File: config.mk
export PLATFORM = sky130hd
export DESIGN_NAME = reg_mm_arbiter
export DESIGN_NICKNAME = d
export VERILOG_FILES = /design/src/rtl/reg_mm_arbiter.sv
export SDC_FILE = /design/constraint.sdc
export NUM_CORES = 1
export LEC_CHECK = 0
export ABC_AREA = 1
export BUFFER_PORTS_ARGS = -buffer_cell sky130_fd_sc_hd__buf_4
export CORE_ASPECT_RATIO = 1.75
export CORE_UTILIZATION = 45
export CTS_CLUSTER_SIZE = 24
export DETAILED_ROUTE_END_ITERATION = 12
export PLACE_DENSITY = 0.8
export SYNTH_ARGS = -nofsm -noshare
export SYNTH_HDL_FRONTEND = slang
export SYNTH_SLANG_ARGS = --single-unit
File: constraint.sdc
create_clock -name clk -period 1.6 [get_ports clk]
set_input_delay 0 -clock clk [delete_from_list [all_inputs] [get_ports clk]]
set_output_delay 0 -clock clk [all_outputs]
set_load 0.03 [all_outputs]
File: src/rtl/reg_mm_arbiter.sv
// ============================================================================
// Module      : reg_mm_arbiter
// Description : Round-robin arbiter from N Avalon-MM register masters onto one
//               register slave; optional read timeout via REG_ARB_TIMEOUT_EN.
// Revision    : 1.0 - initial release
// ============================================================================
`default_nettype none

module reg_mm_arbiter #(
    parameter int N_MASTERS      = 2,
    parameter int ADDR_WIDTH     = 16,
    parameter int DATA_WIDTH     = 32,
    parameter int TIMEOUT_CYCLES = 16
) (
    input  logic                             clk,
    input  logic                             rst_n,
    input  logic [N_MASTERS-1:0]             m_read,
    input  logic [N_MASTERS-1:0]             m_write,
    input  logic [N_MASTERS*ADDR_WIDTH-1:0]  m_address,
    input  logic [N_MASTERS*DATA_WIDTH-1:0]  m_writedata,
    output logic [N_MASTERS-1:0]             m_waitrequest,
    output logic [N_MASTERS-1:0]             m_readdatavalid,
    output logic [DATA_WIDTH-1:0]            m_readdata,
    output logic                             s_read,
    output logic                             s_write,
    output logic [ADDR_WIDTH-1:0]            s_address,
    output logic [DATA_WIDTH-1:0]            s_writedata,
    input  logic [DATA_WIDTH-1:0]            s_readdata,
    input  logic                             s_readdatavalid,
    output logic                             timeout_flag
);

    localparam int IDX_W = (N_MASTERS > 1) ? $clog2(N_MASTERS) : 1;

    typedef enum logic [1:0] {
        ST_IDLE    = 2'd0,
        ST_ISSUE   = 2'd1,
        ST_WAIT_RD = 2'd2
    } state_t;

    state_t                 r_state;
    logic [IDX_W-1:0]       r_grant;
    logic [IDX_W-1:0]       r_ptr;

    logic [N_MASTERS-1:0]   w_req;
    logic                   w_found;
    logic [IDX_W-1:0]       w_winner;
    logic [IDX_W:0]         w_cand;
    logic                   w_sel_rd;
    logic [ADDR_WIDTH-1:0]  w_sel_addr;
    logic [DATA_WIDTH-1:0]  w_sel_wdata;

    assign w_req = m_read | m_write;

    // Search starts one past the last granted index and wraps around.
    always_comb begin
        w_found  = 1'b0;
        w_winner = '0;
        w_cand   = '0;
        for (int k = 1; k <= N_MASTERS; k++) begin
            w_cand = {1'b0, r_ptr} + (IDX_W+1)'(k);
            if (w_cand >= (IDX_W+1)'(N_MASTERS))
                w_cand = w_cand - (IDX_W+1)'(N_MASTERS);
            if (!w_found && w_req[w_cand[IDX_W-1:0]]) begin
                w_found  = 1'b1;
                w_winner = w_cand[IDX_W-1:0];
            end
        end
    end

    assign w_sel_rd    = m_read[w_winner];
    assign w_sel_addr  = m_address[int'(w_winner)*ADDR_WIDTH +: ADDR_WIDTH];
    assign w_sel_wdata = m_writedata[int'(w_winner)*DATA_WIDTH +: DATA_WIDTH];

    always_comb begin
        m_waitrequest = '1;
        if (r_state == ST_ISSUE)
            m_waitrequest[r_grant] = 1'b0;
    end

`ifdef REG_ARB_TIMEOUT_EN
    localparam int TO_W = $clog2(TIMEOUT_CYCLES + 1);
    localparam logic [31:0] c_timeout_word = 32'hDEADBEEF;
    localparam logic [DATA_WIDTH-1:0] c_timeout_data = DATA_WIDTH'(c_timeout_word);
    logic [TO_W-1:0] r_to_cnt;
`else
    assign timeout_flag = 1'b0;
`endif

    always_ff @(posedge clk or negedge rst_n) begin
        if (!rst_n) begin
            r_state         <= ST_IDLE;
            r_grant         <= '0;
            r_ptr           <= IDX_W'(N_MASTERS - 1);
            s_read          <= 1'b0;
            s_write         <= 1'b0;
            s_address       <= '0;
            s_writedata     <= '0;
            m_readdata      <= '0;
            m_readdatavalid <= '0;
`ifdef REG_ARB_TIMEOUT_EN
            r_to_cnt        <= '0;
            timeout_flag    <= 1'b0;
`endif
        end else begin
            m_readdatavalid <= '0;
            case (r_state)
                ST_IDLE: begin
                    if (w_found) begin
                        r_grant     <= w_winner;
                        s_address   <= w_sel_addr;
                        s_writedata <= w_sel_wdata;
                        s_read      <= w_sel_rd;
                        s_write     <= !w_sel_rd;
                        r_state     <= ST_ISSUE;
                    end
                end
                ST_ISSUE: begin
                    s_read  <= 1'b0;
                    s_write <= 1'b0;
                    r_ptr   <= r_grant;
                    r_state <= s_read ? ST_WAIT_RD : ST_IDLE;
`ifdef REG_ARB_TIMEOUT_EN
                    r_to_cnt <= '0;
                    // Writing the all-ones address is the software clear for the sticky flag.
                    if (s_write && (&s_address))
                        timeout_flag <= 1'b0;
`endif
                end
                ST_WAIT_RD: begin
                    if (s_readdatavalid) begin
                        m_readdata               <= s_readdata;
                        m_readdatavalid[r_grant] <= 1'b1;
                        r_state                  <= ST_IDLE;
                    end
`ifdef REG_ARB_TIMEOUT_EN
                    else if (r_to_cnt == TO_W'(TIMEOUT_CYCLES - 1)) begin
                        m_readdata               <= c_timeout_data;
                        m_readdatavalid[r_grant] <= 1'b1;
                        timeout_flag             <= 1'b1;
                        r_state                  <= ST_IDLE;
                    end else begin
                        r_to_cnt <= r_to_cnt + 1'b1;
                    end
`endif
                end
                default: r_state <= ST_IDLE;
            endcase
        end
    end

endmodule

`default_nettype wire

# Word-level counts from Yosys, hierarchy flattened
# Cells that the tools add are included.
# totals
reg_bits,88
out_inout_bits,87
wordCells,63
# op_classes
add_sub_neg,4
order_cmp,7
eq_ne,4
n_shift,2
mux,25
bitwise,2
reduce_logical,10
# op_table
op,n
indexed part select 64 x 7 -> 32 bit,1
indexed part select 32 x 6 -> 16 bit,1
2-to-1 mux 1 bit,15
2-to-1 mux 2 bit,6
"less-than comparator 1 x 2 -> 1 bit, second input constant",4
AND reduction 2 bit,4
case mux 2 bit (3 select lines),1
">= comparator 2 bit, second input constant",2
"inequality test 2 bit, second input constant",2
case mux 1 bit (2 select lines),2
"adder 1 x 1 -> 2 bit, second input constant",1
"adder 1 x 2 -> 2 bit, second input constant",1
"== test 2 x 1 -> 1 bit, second input constant",1
"== test 2 bit, second input constant",1
logical AND 1 bit,2
zero test 1 bit,2
zero test 2 bit,1
NOT 2 bit,1
OR 2 bit,1
nonzero test 2 bit,1
"subtractor 1 bit, second input constant",2
demux 1 bit (select 1 bit),1
">= comparator 1 bit, second input constant",1

# Logic depth before layout (Yosys ltp)
# logic_depth
ltp_word,14
ltp_mapped,7
depth_no_buf,6

# Worst setup path after synthesis
# OpenSTA, ideal clock, no wires.
# synth_timing
kind,flip-flop to flip-flop
start,register r_state[0]
end,register m_readdata[19]
setup_ns,0.128
arrival_time_ns,1.040
path_slack_ns,0.432
path_stages_with_launch,5
path_buffers,1
cell_sequence,dfrtp_1 -> inv_1 -> nand3_4 -> buf_6 -> mux2_1
# synth_via
elab_chain_cells,2
# synth_lines
item,line,text
from (decl),41,state_t r_state;
from (signal assigned),122,r_state <= s_read ? ST_WAIT_RD : ST_IDLE;
== test 2 bit,107,case (r_state)
AND reduction 2 bit (no line),--,
to (signal assigned),132,m_readdata <= s_readdata;
to (decl),23,"output logic [DATA_WIDTH-1:0] m_readdata,"
# No other way between the ends.
# A chain may end at the register's enable or synchronous reset.

# Worst setup path after layout
# layout_timing
start,register r_state[0]
end,register m_readdata[16]
# The elaborated chain is that of the path after synthesis.

==> results.yml <==
run_status:
  status: "finished, final reports clean"
critical_path:
  startpoint_type: "flip-flop"
  timing.rr.start: "r_state[0]$_DFFE_PN0P_"
  cp-endpoint: "m_readdata[16]$_DFFE_PN0P_"
  crit_required_ns: 1.81
  crit_start: "r_state[0]$_DFFE_PN0P_"
  reg2reg_depth: 3
  rrSetupSlack_ns: 0.07
  crit_path_end_kind: "flip-flop"
  worstPathArrival_ns: 1.75
  worstSetupPathType: "flip-flop to flip-flop"
  crit_path_max_fanout: 17
  r2r_end: "m_readdata[16]$_DFFE_PN0P_"
die:
  die-area_um2: 9790
  dieHeight_um: 130
  ios: 222
  start_util_pct: 46.5
  rows: 46
  dieWidth_um: 75.2
  fp.coreArea_um2: 9090
placed_design:
  gp_congestion: 0.790
  dp_hpwl_um: 8950
  io_buffers: 220
clocking:
  clk_latency_ns: 0.33
  cts_root_buffer: "clkbuf_16"
  cts_tree: "built"
  clock-sinks: 88
  clk_pin_slew_worst_paths_ns: 0.07
  clockBufferDepth: 2
  numCtsBuffers: 9
  h-tree-depth: 3
sta:
  grt_setup_unrepaired: "false"
  fmax_mhz: 652
  tns_ns: 0
  hold_viol_final: 0
  post-route-min-period_ns: 1.53
  post-route-period-util_pct: 95.9
  slew_viol_final: 0
  final-setup-viol-count: 0
  fin_skew_ns: 0.00531
cells_and_area:
  antenna_cells: 0
  final_common_cell: "buf_4"
  area_growth_pct: 77.5
  mostFrequentLayoutCells: "230 x buf_4, 152 x nand2_1, 116 x dlygate4sd3_1"
  nets: 940
  fillers: 499
  final_layout_size_suffix_gt1_share_pct: 35.1
min_path:
  hold_class: "input pin to flip-flop"
route:
  dr_total_vias: 4852
  drtAntennaViolNets: 0
  dr.pass1.iters: 5
  drt-initial-drc-count: 278
  wirelength_um: 16500
  vias_per_cell: 5.22
  routedWlPerCell_um: 17.8
  drc: 0
yosys:
  synthCells: 474
  synth-seq-cells: 88
  yosysWarningCount: 0
  netlist_area_um2: 4220
  avgSynthCellArea_um2: 8.91
  synthesis.nets: 609
  yosysSeqAreaShare_pct: 52.2
  yosys.cell_types.count: 23
global_route:
  antenna_found_initial: 1
  grt_pass1_vias: 5154
  grt_max_degree: 50
  track_usage_pct: 34.9
  grt-ovfl-total: 0
  grt_pass1_wl_um: 25100
power_and_ir_drop:
  p_total_mw: 14.2
  ir_drop_uv: 1300
  pwr_density_cell_nw_per_um2: 1900
  p_leak_nw: 3.95
job:
  maxCapViolCount: 0
==> worst max-delay path, stage by stage, from the launching register on <==
cell and delay [ns]:
dfrtp_1 0.38, inv_1 0.18, nand3_2 0.42, mux2_2 0.44
==> cell families after synthesis <==
family | synth area share (%)
and+or+nand+nor | 29.5
buffers and inverters | 8.98
muxes | 8.53
AOI/OAI and AO/OA | 0.711
other | 0.0888
DFF | 52.2
==> worst min path at each step <==
stage | start | endpoint | slack [ns] | depth (start not counted)
floorplan | rst_n | m_readdata[0]$_DFFE_PN0P_ | -0.30 | 0
global placement | rst_n | m_readdata[4]$_DFFE_PN0P_ | -0.14 | 1
detailed placement | rst_n | m_readdata[4]$_DFFE_PN0P_ | -0.14 | 1
CTS | m_address[17] | s_address[1]$_DFFE_PN0P_ | 0.0003 | 4
global route | m_address[22] | s_address[6]$_DFFE_PN0P_ | 0.007 | 4
finish | m_address[17] | s_address[1]$_DFFE_PN0P_ | 0.009 | 4
==> stage by stage <==
stage	std cells	instance area (µm²)	util [%]	setup WS, ns	hold WS [ns]
2_1_floorplan	474	4220	-	0.432	-0.296
3_3_place_gp	797	5980	65.8	0.183	-0.140
3_5_place_dp	797	5980	65.8	0.126	-0.139
4_1_cts	929	7490	82.3	0.120	0.000315
5_1_grt	930	7500	82.5	0.0287	0.00704
6_report	930	7500	82.5	0.0658	0.00863
==> registers in the layout, indices dropped and copies added (netlist names) <==
name and count:
r_ptr 1, s_read 1, s_write 1, m_readdata 32, r_grant 1, s_address 16, m_readdatavalid 2, r_state 2
s_writedata 32
==> final cells by class <==
class / count / area, µm² / area share (%)
repair buffers: 348 / 2930 / 39.0
flip-flops and latches: 88 / 2200 / 29.4
multi-input cells: 302 / 1660 / 22.2
clock buffers: 10 / 229 / 3.05
inverters: 56 / 210 / 2.80
well taps: 120 / 150 / 2.00
clock inverters: 6 / 116 / 1.55
==> where the power goes <==
group	switching, mW	internal [mW]
Combinational	4.84	2.88
Clock	0.866	1.54
Sequential	0.743	3.37
Total	6.44	7.79
==> synthesized netlist by cell type (all sizes together) <==
cell | instances | area [µm²]
nand3b | 48 | 360
o21ai | 3 | 18.8
dfrtp | 87 | 2180
o22ai | 1 | 6.26
inv | 56 | 210
nand3 | 50 | 263
nand2 | 154 | 581
mux2 | 32 | 360
nor2 | 11 | 43.8
dfstp | 1 | 26.3
a21oi | 1 | 5.00
clkbuf | 4 | 15.0
buf | 25 | 154
conb | 1 | 3.75
==> what timing repair did <==
action,in CTS,in global routing
setup buffers,0,0
hold buffers,116,0
setup endpoints to repair,0,1
endpoints found under the hold margin,169,0
resized for setup,0,0
==> per-layer routing <==
layer	global-route usage, %	up-vias	share of wire, %
met1	33.7	2258	33
met3	10.6	120	6.7
met2	60.0	325	53
met5	0	-	0.10
met4	27.0	2	7.1
li1	-	2147	-
(Power assumes the default switching activity.)
